<file path="config.mk">
export PLATFORM = sky130hd
export DESIGN_NAME = spi_regbank
export DESIGN_NICKNAME = d
export VERILOG_FILES = /design/src/rtl/spi_regbank.sv
export SDC_FILE = /design/constraint.sdc
export NUM_CORES = 1
export LEC_CHECK = 0
export CORE_UTILIZATION = 50
export DETAILED_ROUTE_END_ITERATION = 7
export PLACE_DENSITY = 0.84
export SETUP_SLACK_MARGIN = 0.5
export SYNTH_ARGS = -nofsm -noshare
export SYNTH_HDL_FRONTEND = slang
export SYNTH_SLANG_ARGS = --single-unit
export TNS_END_PERCENT = 10
</file>
<file path="constraint.sdc">
create_clock -name spi_clk -period 3.9 [get_ports spi_clk]
set_input_delay 0.78 -clock spi_clk [delete_from_list [all_inputs] [get_ports spi_clk]]
set_output_delay 0.78 -clock spi_clk [all_outputs]
set_load 0.005 [all_outputs]
</file>
<file path="src/rtl/spi_regbank.sv">
// spi_regbank: addressed SPI (mode 0) configuration register bank.
// A command byte selects read/write and a start address. Data words then stream
// in or out, and the address auto-increments after each word.
// Read-only slots return live sta_in values and are never written.
module spi_regbank #(
   parameter int unsigned             ADDR_W    = 4,
   parameter int unsigned             REG_W     = 8,
   parameter int unsigned             NREG      = 8,
   parameter logic [NREG*REG_W-1:0]   RESET_VAL = '0,
   parameter logic [NREG-1:0]         RO_MASK   = '0
) (
   input  logic                   spi_clk,
   input  logic                   rst,
   input  logic                   spi_csn,
   input  logic                   spi_mosi,
   output logic                   spi_miso,
   input  logic [NREG*REG_W-1:0]  sta_in,
   output logic [NREG*REG_W-1:0]  cfg_out,
   output logic                   wr_strobe,
   output logic [ADDR_W-1:0]      wr_addr
);

   localparam int unsigned NADDR = 1 << ADDR_W;
   localparam int unsigned CNT_W = $clog2(REG_W > 8 ? REG_W : 8);

   typedef enum logic {StCmd, StData} phase_e;

   phase_e                         phase_q, phase_d;
   logic [CNT_W-1:0]               cnt_q, cnt_d;
   logic [6:0]                     cmd_q, cmd_d;
   logic [ADDR_W-1:0]              addr_q, addr_d;
   logic                           rw_q, rw_d;
   logic [REG_W-2:0]               data_q, data_d;
   logic [REG_W-1:0]               rd_q, rd_d;

   logic                           frame_rst;
   logic [7:0]                     cmd_full;
   logic [REG_W-1:0]               word_in;
   logic [ADDR_W-1:0]              addr_inc;
   logic                           commit;
   logic                           wr_hit;
   logic [NADDR-1:0][REG_W-1:0]    rd_tab;
   logic [NADDR-1:0]               wr_ok;
   logic                           unused_sta;

   // Frame state is discarded whenever the chip is deselected.
   assign frame_rst = rst | spi_csn;
   assign cmd_full  = {cmd_q, spi_mosi};
   assign word_in   = {data_q, spi_mosi};
   assign addr_inc  = addr_q + ADDR_W'(1);
   assign wr_hit    = commit & wr_ok[addr_q];
   // Non-RO slots of sta_in are intentionally ignored.
   assign unused_sta = ^sta_in;

   // Full address map: implemented RW, implemented RO, and unimplemented (reads 0).
   for (genvar g = 0; g < NADDR; g++) begin : g_addr
      if (g < NREG) begin : g_impl
         logic [REG_W-1:0] q;
         if (RO_MASK[g]) begin : g_ro
            assign q         = '0;
            assign rd_tab[g] = sta_in[g*REG_W +: REG_W];
            assign wr_ok[g]  = 1'b0;
         end else begin : g_rw
            // Register storage; only rst clears it, only a committed word updates it.
            always_ff @(posedge spi_clk or posedge rst) begin
               if (rst) begin
                  q <= RESET_VAL[g*REG_W +: REG_W];
               end else if (wr_hit && (addr_q == ADDR_W'(g))) begin
                  q <= word_in;
               end
            end
            assign rd_tab[g] = q;
            assign wr_ok[g]  = 1'b1;
         end
         assign cfg_out[g*REG_W +: REG_W] = q;
      end else begin : g_unimpl
         assign rd_tab[g] = '0;
         assign wr_ok[g]  = 1'b0;
      end
   end

   // Frame state register, cleared by rst or a deselect.
   always_ff @(posedge spi_clk or posedge frame_rst) begin
      if (frame_rst) begin
         phase_q <= StCmd;
         cnt_q   <= '0;
         cmd_q   <= '0;
         addr_q  <= '0;
         rw_q    <= 1'b0;
         data_q  <= '0;
         rd_q    <= '0;
      end else begin
         phase_q <= phase_d;
         cnt_q   <= cnt_d;
         cmd_q   <= cmd_d;
         addr_q  <= addr_d;
         rw_q    <= rw_d;
         data_q  <= data_d;
         rd_q    <= rd_d;
      end
   end

   // Next-state: command decode, word counting, commit and read reload.
   always_comb begin
      phase_d = phase_q;
      cnt_d   = cnt_q;
      cmd_d   = cmd_q;
      addr_d  = addr_q;
      rw_d    = rw_q;
      data_d  = data_q;
      rd_d    = rd_q;
      commit  = 1'b0;
      unique case (phase_q)
         StCmd: begin
            cmd_d = cmd_full[6:0];
            if (cnt_q == CNT_W'(7)) begin
               phase_d = StData;
               cnt_d   = '0;
               rw_d    = cmd_full[7];
               addr_d  = cmd_full[ADDR_W-1:0];
               rd_d    = cmd_full[7] ? rd_tab[cmd_full[ADDR_W-1:0]] : '0;
            end else begin
               cnt_d = cnt_q + CNT_W'(1);
            end
         end
         StData: begin
            data_d = word_in[REG_W-2:0];
            rd_d   = {rd_q[REG_W-2:0], 1'b0};
            if (cnt_q == CNT_W'(REG_W - 1)) begin
               cnt_d  = '0;
               addr_d = addr_inc;
               commit = ~rw_q;
               if (rw_q) begin
                  rd_d = rd_tab[addr_inc];
               end
            end else begin
               cnt_d = cnt_q + CNT_W'(1);
            end
         end
         default: ;
      endcase
   end

   // Write strobe and address; deliberately not cleared by CSn so a final strobe completes.
   always_ff @(posedge spi_clk or posedge rst) begin
      if (rst) begin
         wr_strobe <= 1'b0;
         wr_addr   <= '0;
      end else begin
         wr_strobe <= wr_hit;
         if (wr_hit) begin
            wr_addr <= addr_q;
         end
      end
   end

   // MISO launches on the falling edge so the master samples it on the next rising edge.
   always_ff @(negedge spi_clk or posedge frame_rst) begin
      if (frame_rst) begin
         spi_miso <= 1'b0;
      end else begin
         spi_miso <= ((phase_q == StData) && rw_q) ? rd_q[REG_W-1] : 1'b0;
      end
   end

endmodule

</file>
Yosys cells after proc, flatten, opt, wreduce, memory -nomap -nowiden
Memory sizes are Yosys's and may differ from the RTL's. Cells that the tools add are included.

Bits in registers: 101. ROM bits: 16. Bits of input ports: 68. Output and inout port bits: 70. Word-level logic and storage cells: 69. Memories kept: 1.

Add/subtract/negate cells: 2. Magnitude comparators: 3. Eq/ne operators: 10. Muxes and demuxes: 19. Bitwise logic cells: 4. Reductions and logical operators: 12.

Memory list: (no name shown) (depth 16, bits a word 1, rd ports 1, clocked after Yosys merged registers in 0, wr ports 0, RTL line 51) `assign wr_hit = commit & wr_ok[addr_q];`.

Operators with widths (count): $bmux W8 S4 (2); $mux W8 (6); $eq A4 B3 Y1 const B (4); $pmux W8 S2 (1); $lt A4 B5 Y1 const B (3); $logic_and A1 B1 Y1 (9); $eq A4 B2 Y1 const B (2); $mux W4 (2); $pmux W4 S2 (1); $mux W1 (6); $add A4 B1 Y4 const B (1); $eq A4 B1 Y1 const B (1); $logic_not A4 Y1 (1); $reduce_and A2 Y1 (2); $add A3 B1 Y3 const B (1); $eq A3 B3 Y1 const B (1); $mux W3 (1); $ne A2 B1 Y1 const B (1); $ne A2 B2 Y1 const B (1); $not A1 Y1 (2); $and A1 B1 Y1 (1); $or A1 B1 Y1 (1).

Depth between registers and ports, before layout
Depth in word-level cells: 6. Gate-level depth with buffers: 9. Mapped depth without buffers: 6.

==> flow_summary.json <==
{
  "grt_pass1_vias": 3269,
  "slowest_delay_ns": 0.38,
  "dieHeight_um": 101.7,
  "irDropWorstVdd_mv": 0.2222,
  "cts_tree": "done",
  "timing.rr.start": "rw_q",
  "cp_top_family": "flip-flops",
  "ctsRootBufferMaster": "clkbuf_8",
  "num_rows": 36,
  "coreArea_um2": 9684,
  "wl_per_cell_um": 21.66,
  "gr-usage-all-layers_pct": 24.14,
  "crit_end": "spi_miso",
  "hpwl_mm": 7.492,
  "path_cells": "buf_2",
  "critPathKind": "reg -> out",
  "drt_iter0_drc": 313,
  "synth_cells": 326,
  "status": "completed",
  "r2r_cells": 1,
  "grt_max_degree": 70,
  "synth-edff-count": 0,
  "nets": 466,
  "io_pins": 138,
  "rr_endpoint": "spi_miso",
  "cts_resized": 4,
  "path_max_fanout": 1,
  "overflow": 0,
  "synth-main-ff-cell": "dfrtp_1",
  "relSlewSlack_pct": 27.62,
  "dr.pass1.iters": 5,
  "avgViaCountPerCell": 6.064,
  "rsz0062_at_grt": "true",
  "power_mw": 2.532,
  "clock-sinks": 101,
  "synthArstFlopShare_pct": 100.0,
  "synth_area_um2": 4971,
  "r2r_slack_ns": 1.13,
  "final-hold-violation-count": 0,
  "place_area_um2": 5788,
  "cp.required_ns": 3.12,
  "postCtsHoldBufs": 0,
  "ant_nets": 0,
  "tightestPinTransition_ns": 1.077,
  "startpoint_type": "register",
  "wl_mm": 11.46,
  "cp_data_arrival_time_ns": 2.79,
  "worst-path-stages": 1,
  "numPortBuffers": 73,
  "yosysSeqAreaShare_pct": 50.84,
  "maxSlewViolCount": 0,
  "syn_nets": 400,
  "post_cts_buffers": 0,
  "layout-drive-gt1-share_pct": 33.59,
  "dp.cells": 514,
  "insertedDiodeCount": 0,
  "htree_num_levels": 3,
  "vias": 3208,
  "insertion_delay_ns": 0.37,
  "yosysUniqueCellTypes": 38,
  "gp_congestion": 0.8045,
  "cpMaxStageDelayCell": "dfrtn_1",
  "path_clk_slew_ns": 0.09,
  "cts_max_path_buffers": 2,
  "initial_utilization_pct": 51.33,
  "die_x_um": 101.7,
  "fin_area_um2": 5949,
  "area_growth_syn_to_layout_pct": 19.68,
  "critPathBufInv": 1,
  "grt_pass1_wl_mm": 18.08,
  "tns_ns": 0,
  "p_leak_nw": 2.664,
  "setup.worst_path.end_class": "output pin",
  "synth-seq-cells": 101,
  "drc": 0,
  "setup_viol": 0,
  "drv_cap": 0,
  "hp-class": "reg -> reg",
  "power.density_nw_per_um2": 425.6,
  "die-area_um2": 10340,
  "clock_skew_ns": 0.01454,
  "antenna_found_initial": 0,
  "crit_path_start": "spi_miso",
  "cts_buffers": 9,
  "syn_area_per_cell_um2": 15.25,
  "yosys_warnings": 0,
  "finalNonFillerCells": 529
}
-- routing by layer --
metal | vias to the layer above | global-route usage (%) | wire length [um]
met2 | 131 | 37.47 | 5609
met1 | 1664 | 32.65 | 4752
met3 | 35 | 5.659 | 711
met4 | 0 | 10.70 | 385
li1 | 1378 | - | -
met5 | - | 0 | 0
-- through the flow --
| step | worst slack [ns] | utilization [%] | hold slack, ns |
|---|---|---|---|
| after CTS | 0.3292 | 61.43 | 0.4411 |
| after global placement | 0.3190 | 59.77 | 0.4140 |
| after global routing | 0.3141 | 61.43 | 0.4818 |
| final | 0.3326 | 61.43 | 0.4428 |
| after detailed placement | 0.3178 | 59.77 | 0.4274 |
| after floorplan | 0.7565 | - | 0.4031 |
-- worst min path at each step --
stage,startpoint,to,depth (start not counted)
floorplan,cnt_q[0],cnt_q[0],1
global placement,cnt_q[0],cnt_q[0],1
detailed placement,cnt_q[0],cnt_q[0],1
CTS,cnt_q[0],cnt_q[0],1
global route,cnt_q[0],cnt_q[0],1
finish,cnt_q[0],cnt_q[0],1
-- where the power goes --
part	switching (mW)	internal, mW
logic	0.229	0.406
registers	0.136	1.16
clock network	0.354	0.244
-- flip-flops by register name (all words and copies together) (netlist names) --
signal and flops:
g_addr.g_impl.q 64, rd_q 8, cmd_q 7, data_q 7, addr_q 4, wr_addr 4, cnt_q 3, phase_q 1
rw_q 1, spi_miso 1, wr_strobe 1
-- cells in the final DEF (no fill, tap or decap), types with 2 or more instances in the layout --
cell and n:
a21oi_1 4, a222oi_1 7, buf_4 6, clkbuf_8 10
clkdlybuf4s50_1 72, clkinv_2 2, clkinvlp_4 2, dfrtp_1 100
ha_1 6, inv_1 4, mux2_1 5, mux2_2 75
mux2i_1 10, mux4_1 7, mux4_2 25, nand2_1 12
nand2_2 4, nand2_4 4, nand2b_1 3, nand3_1 3
nor2_1 6, nor2b_1 2, o211ai_1 7, o21ai_0 2
-- cells in the mapped netlist (2+ instances only) --
cell type	n	area, um2
buf_2	7	35.03
o21ai_0	2	10.01
buf_4	3	22.52
o211ai_1	7	52.55
a222oi_1	7	70.07
ha_1	6	75.07
nand3_1	3	15.01
dfrtp_1	100	2502
mux2_2	75	844.6
a21oi_1	4	20.02
nand2_4	4	45.04
mux2i_1	10	100.1
nand2_1	12	45.04
buf_1	8	30.03
mux4_1	7	183.9
mux2_1	5	56.30
nor2_1	7	26.28
mux4_2	25	563.0
clkbuf_1	3	11.26
nor2b_1	2	12.51
inv_1	5	18.77
nand2b_1	3	18.77
nand2_2	4	25.02
buf_6	3	33.78
-- final cells by class --
class / count / area (um2)
timing repair buffer: 79 / 770.7
clock inverter: 4 / 25.02
inverter: 5 / 18.77
clock buffer: 11 / 141.4
sequential: 101 / 2527
tap: 133 / 166.4
multi-input combinational: 196 / 2300
fill: 750 / 3735
-- cell families (layout without fill, tap and decap cells) --
family / count (synthesis) / in the layout / synth area share (%)
muxes: 122 / 122 / 35.16
DFF: 101 / 101 / 50.84
and+or+nand+nor: 42 / 42 / 4.858
buffers and inverters: 29 / 99 / 3.045
AOI/OAI and AO/OA: 24 / 24 / 3.851
adders and majority gates: 6 / 6 / 1.510
xor gates and xnor gates: 2 / 2 / 0.7300
Power figures use the tool's default switching activity.
